$ cat src/rtl/mult5_seq_ctrl.sv
// Sequencing controller for the iterative shift-and-add multiplier:
// start/ack handshake, one partial product per RUN cycle, held result with io output-enable.
module mult5_seq_ctrl #(
    parameter int unsigned W          = 5,
    parameter int unsigned EARLY_EXIT = 1,
    parameter int unsigned CNT_W      = 8
) (
    input  logic             wb_clk_i,
    input  logic             wb_rst_ni,
    input  logic             start_i,
    input  logic [W-1:0]     op_a_i,
    input  logic [W-1:0]     op_b_i,
    input  logic             ack_i,
    output logic             busy_o,
    output logic             done_o,
    output logic [2*W-1:0]   product_o,
    output logic [2*W-1:0]   res_oeb_o,
    output logic [CNT_W-1:0] op_count_o
);

    localparam int unsigned PW     = 2 * W;
    localparam int unsigned STEP_W = (W > 1) ? $clog2(W) : 1;

    typedef enum logic [1:0] {
        ST_IDLE = 2'd0,
        ST_RUN  = 2'd1,
        ST_DONE = 2'd2
    } state_e;

    state_e              state_q, state_d;
    logic [PW-1:0]       a_q, a_d;
    logic [W-1:0]        b_q, b_d;
    logic [PW-1:0]       acc_q, acc_d;
    logic [STEP_W-1:0]   step_q, step_d;
    logic [PW-1:0]       product_q, product_d;
    logic [CNT_W-1:0]    cnt_q, cnt_d;
    logic                busy_q, busy_d;
    logic                done_q, done_d;
    logic [PW-1:0]       oeb_q, oeb_d;

    logic [PW-1:0]       sum;
    logic                last_step;

    // Partial-product add and RUN exit condition.
    always_comb begin
        sum       = acc_q + (b_q[0] ? a_q : '0);
        last_step = (step_q == STEP_W'(W - 1))
                 || ((EARLY_EXIT != 0) && ((b_q >> 1) == '0));
    end

    always_ff @(posedge wb_clk_i or negedge wb_rst_ni) begin
        if (!wb_rst_ni) begin
            state_q   <= ST_IDLE;
            a_q       <= '0;
            b_q       <= '0;
            acc_q     <= '0;
            step_q    <= '0;
            product_q <= '0;
            cnt_q     <= '0;
            busy_q    <= 1'b0;
            done_q    <= 1'b0;
            oeb_q     <= '1;
        end else begin
            state_q   <= state_d;
            a_q       <= a_d;
            b_q       <= b_d;
            acc_q     <= acc_d;
            step_q    <= step_d;
            product_q <= product_d;
            cnt_q     <= cnt_d;
            busy_q    <= busy_d;
            done_q    <= done_d;
            oeb_q     <= oeb_d;
        end
    end

    // Next state and datapath updates.
    always_comb begin
        state_d   = state_q;
        a_d       = a_q;
        b_d       = b_q;
        acc_d     = acc_q;
        step_d    = step_q;
        product_d = product_q;
        cnt_d     = cnt_q;
        case (state_q)
            ST_IDLE: begin
                if (start_i) begin
                    a_d     = PW'(op_a_i);
                    b_d     = op_b_i;
                    acc_d   = '0;
                    step_d  = '0;
                    state_d = ST_RUN;
                end
            end
            ST_RUN: begin
                acc_d  = sum;
                a_d    = a_q << 1;
                b_d    = b_q >> 1;
                step_d = step_q + STEP_W'(1);
                if (last_step) begin
                    product_d = sum;
                    cnt_d     = cnt_q + CNT_W'(1);
                    state_d   = ST_DONE;
                end
            end
            ST_DONE: begin
                if (ack_i) begin
                    state_d = ST_IDLE;
                end
            end
            default: state_d = ST_IDLE;
        endcase
    end

    // Status outputs registered alongside the state they describe.
    always_comb begin
        busy_d = (state_d == ST_RUN);
        done_d = (state_d == ST_DONE);
        oeb_d  = (state_d == ST_DONE) ? '0 : '1;
    end

    assign busy_o     = busy_q;
    assign done_o     = done_q;
    assign product_o  = product_q;
    assign res_oeb_o  = oeb_q;
    assign op_count_o = cnt_q;

endmodule

$ cat config.mk
export PLATFORM = sky130hd
export DESIGN_NAME = mult5_seq_ctrl
export DESIGN_NICKNAME = d
export VERILOG_FILES = /design/src/rtl/mult5_seq_ctrl.sv
export SDC_FILE = /design/constraint.sdc
export NUM_CORES = 1
export LEC_CHECK = 0
export ABC_AREA = 1
export CELL_PAD_IN_SITES_DETAIL_PLACEMENT = 0
export CELL_PAD_IN_SITES_GLOBAL_PLACEMENT = 1
export CORE_MARGIN = 3
export CORE_UTILIZATION = 27
export DETAILED_ROUTE_END_ITERATION = 10
export GPL_ROUTABILITY_DRIVEN = 0
export PLACE_DENSITY = 0.72
export SYNTH_ARGS = -nofsm -noshare
export SYNTH_HDL_FRONTEND = slang
export SYNTH_SLANG_ARGS = --single-unit
export TNS_END_PERCENT = 100
$ cat constraint.sdc
create_clock -name wb_clk_i -period 1.79 [get_ports wb_clk_i]
set_input_delay 0.537 -clock wb_clk_i [delete_from_list [all_inputs] [get_ports wb_clk_i]]
set_output_delay 0.537 -clock wb_clk_i [all_outputs]
set_load 0.005 [all_outputs]
==> results.tsv <==
stage	metric	value	unit
final_layout	Area Overhead vs Synth	34.4	%
placed_design	DPL Wire Length	4300	µm
final_layout	leading cell types in the layout, fill and taps excluded	sky130_fd_sc_hd__nand2_1 (80), sky130_fd_sc_hd__dfrtp_1 (50), sky130_fd_sc_hd__inv_1 (35)	
timing	Final Hold Viols	0	
placed_design	instance area at placement	3270	µm²
setup_path	arrival time reported for the critical path endpoint	1960	ps
timing	Achievable Freq	566	MHz
pwr	Clk network pwr share	9.7	%
setup_path	slowest stage delay, CP	380	ps
synth	net count after synthesis	347	
pwr	worst voltage drop across the vdd grid	820	µV
clock_network	clock-pin slew on the worst setup and hold paths	90	ps
final_layout	number of antenna cells inserted	0	
final_layout	Filler Cell Count	996	
clock_network	number of sinks driven by the clock tree	51	
timing	final cycle utilization of the critical path	98.7	%
global_route	overall fraction of global-route tracks in use	11.3	%
floorplan	floorplan die area	11300	µm²
setup_path	reg-to-reg setup timing slack	20	ps
pwr	switching power total	2.86	mW
clock_network	htree depth	2	
setup_path	Worst Path Max Fanout	3	
setup_path	cell type of the slowest stage on the worst timing path	sky130_fd_sc_hd__dfrtp_1	
final_layout	most frequent standard cell in the layout excluding fill and tap cells	sky130_fd_sc_hd__nand2_1	
drt	1st-iter DRT viols	53	
synth	distinct cell type count of the synthesized netlist	35	
timing	fin worst setup slack	23.6	ps
drt	DRT Pass-1 Iters	4	
final_layout	post-route cell area	3640	µm²
final_layout	Total Nets Final	402	
drt	DR WL met2	2900	µm
floorplan	Initial Utilization	28.5	%
clock_network	clock tree from TritonCTS	built	
hold_path	Hold Crit Class	in2async	
timing	pin slew with the least headroom to its limit	476	ps
drt	sum of routed wire length over all layers	6230	µm
floorplan	Chip Height	106	µm
setup_path	Critical Path Start Type	flop	
drt	DRC violation count after routing	0	
floorplan	number of placed I/O pins	44	
synth	number of warnings printed during yosys synthesis	0	
pwr	switch share	42.7	%
floorplan	Chip Width	106	µm
pwr	design internal power	3.84	mW
pwr	part of the power in registers	29.5	%
setup_path	number of buffer and inverter stages on the critical path	3	
drt	remaining antenna violation count after routing	0	
setup_path	cells along the critical path	nand2_1 > inv_1 > ha_2 > inv_2 > fa_2 > o21ai_4 > buf_6 > xnor2_4 > o21ai_1	
timing	final max-slew violation count	0	
final_layout	fraction of layout instances using a drive strength above 1	23.4	%
drt	met3 wire length	274	µm
setup_path	WS Path Type	reg2reg	
setup_path	critical path launch point	a_q[0]$_DFFE_PN0P_	
global_route	antenna violations before repair	0	
setup_path	family of cells with the greatest summed delay on the critical path	adder cells	
final_layout	final core area utilization	38.4	%
floorplan	FP Rows	35	
synth	number of cells produced by synthesis	320	
global_route	wire length of the first global-routing pass	10400	µm
pwr	part of the power in combinational logic	60.8	%
synth	register area share after synthesis	47.1	%
timing	setup violators final	0	
drt	via count	2205	
timing	total negative setup slack	0	ps
placed_design	worst slack after detailed placement	-25.9	ps
setup_path	worst reg2reg path startpoint	a_q[0]$_DFFE_PN0P_	
global_route	vias in the first global route	2192	
pwr	reported leakage power	1.74	nW
drt	met1 wire length	2960	µm
flow_run	# Max-Cap Violations	0	
pwr	power density cells	1840	nW/µm²
setup_path	Crit path required time	1980	ps
clock_network	Worst-Skew Late Latency	300	ps
placed_design	I/O Buffers	43	
clock_network	Root Driver	sky130_fd_sc_hd__clkbuf_8	
clock_network	Max clock buf depth	2	
synth	average cell area after synthesis	8.47	µm²
drt	highest signal layer in the routed design	met4	
timing	setup repair after global routing missed its margin	true	
drt	post-detailed-route via-to-cell ratio	4.37	
synth	number of storage elements in the synthesis netlist	51	
status	status	finished clean	
drt	Routed WL per cell	12.3	µm
global_route	sum of overflow across all layers after global routing	0	
timing	min cycle time layout	1770	ps
floorplan	floorplan core area	9500	µm²
synth	synthesized cell area	2710	µm²
clock_network	number of buffers created by CTS	5	
global_route	pin count of the biggest net entering global routing	40	
setup_path	Critical Path Sink Type	flop	
timing	Worst Clk Skew	10.5	ps
timing	Slew HR	68.0	%
-- layout make-up --
class	count	area [µm²]	share of cell area [%]
Multi-Input combinational cell	206	1340	36.8
Inverter	46	178	4.87
Clock buffer	6	72.6	1.99
Timing Repair Buffer	65	601	16.5
Tap cell	129	161	4.43
Sequential cell	51	1280	35.0
Clock inverter	2	12.5	0.343
-- synthesized netlist by cell type --
library cell               number  area share (%)
sky130_fd_sc_hd__nand2_1       94              13
sky130_fd_sc_hd__dfrtp_1       50              46
sky130_fd_sc_hd__inv_1         39             5.4
sky130_fd_sc_hd__nand3_1       18             3.3
sky130_fd_sc_hd__ha_1          12             5.5
sky130_fd_sc_hd__o21ai_0       12             2.2
sky130_fd_sc_hd__nor2_1        11             1.5
sky130_fd_sc_hd__buf_4         10             2.8
sky130_fd_sc_hd__nor3_1        10             1.8
sky130_fd_sc_hd__xor2_1         7             2.3
sky130_fd_sc_hd__a221oi_1       6             1.9
sky130_fd_sc_hd__o22ai_1        6             1.4
sky130_fd_sc_hd__a21oi_1        5            0.92
sky130_fd_sc_hd__inv_2          5            0.69
sky130_fd_sc_hd__nand3b_1       4             1.1
sky130_fd_sc_hd__buf_2          3            0.55
sky130_fd_sc_hd__nand2_4        3             1.2
sky130_fd_sc_hd__buf_6          2            0.83
sky130_fd_sc_hd__clkbuf_1       2            0.28
sky130_fd_sc_hd__inv_4          2            0.46
sky130_fd_sc_hd__nand4_1        2            0.46
sky130_fd_sc_hd__o21ai_2        2            0.65
sky130_fd_sc_hd__o31ai_1        2            0.55
sky130_fd_sc_hd__xnor2_1        2            0.65
sky130_fd_sc_hd__a22o_1         1            0.32
sky130_fd_sc_hd__a32o_1         1            0.37
sky130_fd_sc_hd__dfstp_2        1            0.97
sky130_fd_sc_hd__fa_1           1            0.74
sky130_fd_sc_hd__nand2_2        1            0.23
sky130_fd_sc_hd__nand3_2        1            0.37
sky130_fd_sc_hd__nor2_2         1            0.23
sky130_fd_sc_hd__o21a_1         1            0.28
sky130_fd_sc_hd__o21ai_1        1            0.18
sky130_fd_sc_hd__o221ai_1       1            0.32
sky130_fd_sc_hd__or2_2          1            0.23
-- timing repair --
item | in CTS | in global routing
pin swaps | 1 | 12
setup endpoints to repair | 18 | 19
gates resized for setup | 15 | 44
buffers inserted | 3 | 8
hold buffers | 0 | 0
-- layer usage --
metal  vias to the layer above  global-route usage, %
met5                         -                      0
met4                         0                   3.61
met3                         9                   2.25
met2                        42                   17.3
met1                      1024                   16.0
li1                       1130                      -
-- through the flow --
step / hold slack (ps) / power [mW] / cells
detailed placement: 444 / 5.36 / 486
global route: 112 / 7.33 / 505
global placement: 448 / 5.30 / 486
floorplan: 241 / 4.27 / 320
finish: 103 / 6.70 / 505
CTS: 107 / 6.11 / 497
-- power by group through the flow --
stage / Sequential, mW / Clock, mW / Combinational, mW
2_1_floorplan: 1.95 / 0 / 2.32
3_3_place_gp: 1.99 / 0 / 3.31
3_5_place_dp: 1.99 / 0 / 3.37
4_1_cts: 1.96 / 0.673 / 3.47
5_1_grt: 2.05 / 0.718 / 4.57
6_report: 1.98 / 0.649 / 4.07
-- state kept, by name, indices dropped and copies added, names as in the netlist --
name	cells
state_q	2
product_o	10
busy_o	1
b_q	5
op_count_o	8
acc_q	10
step_q	3
res_oeb_o	1
a_q	10
done_o	1
-- final timing paths --
path / to / cells after the start
max reg2reg: product_o[4]$_DFFE_PN0P_ / 9
max: product_o[4]$_DFFE_PN0P_ / 9
min in group wb_clk_i: product_o[3]$_DFFE_PN0P_ / 2
max in group asynchronous: res_oeb_o[8]$_DFF_PN1_ / 2
min: op_count_o[5]$_DFFE_PN0P_ / 1
min reg2reg: product_o[3]$_DFFE_PN0P_ / 2
-- logic make-up after synthesis --
logic type,Yosys count,share of synthesized area [%]
buf+inv,63,11.0
fa+ha+maj,13,6.28
simple gates,146,23.6
xor+xnor,9,2.91
compound gates,38,9.14
flops,51,47.1
Note: power is estimated with default switching activity, not from simulation.
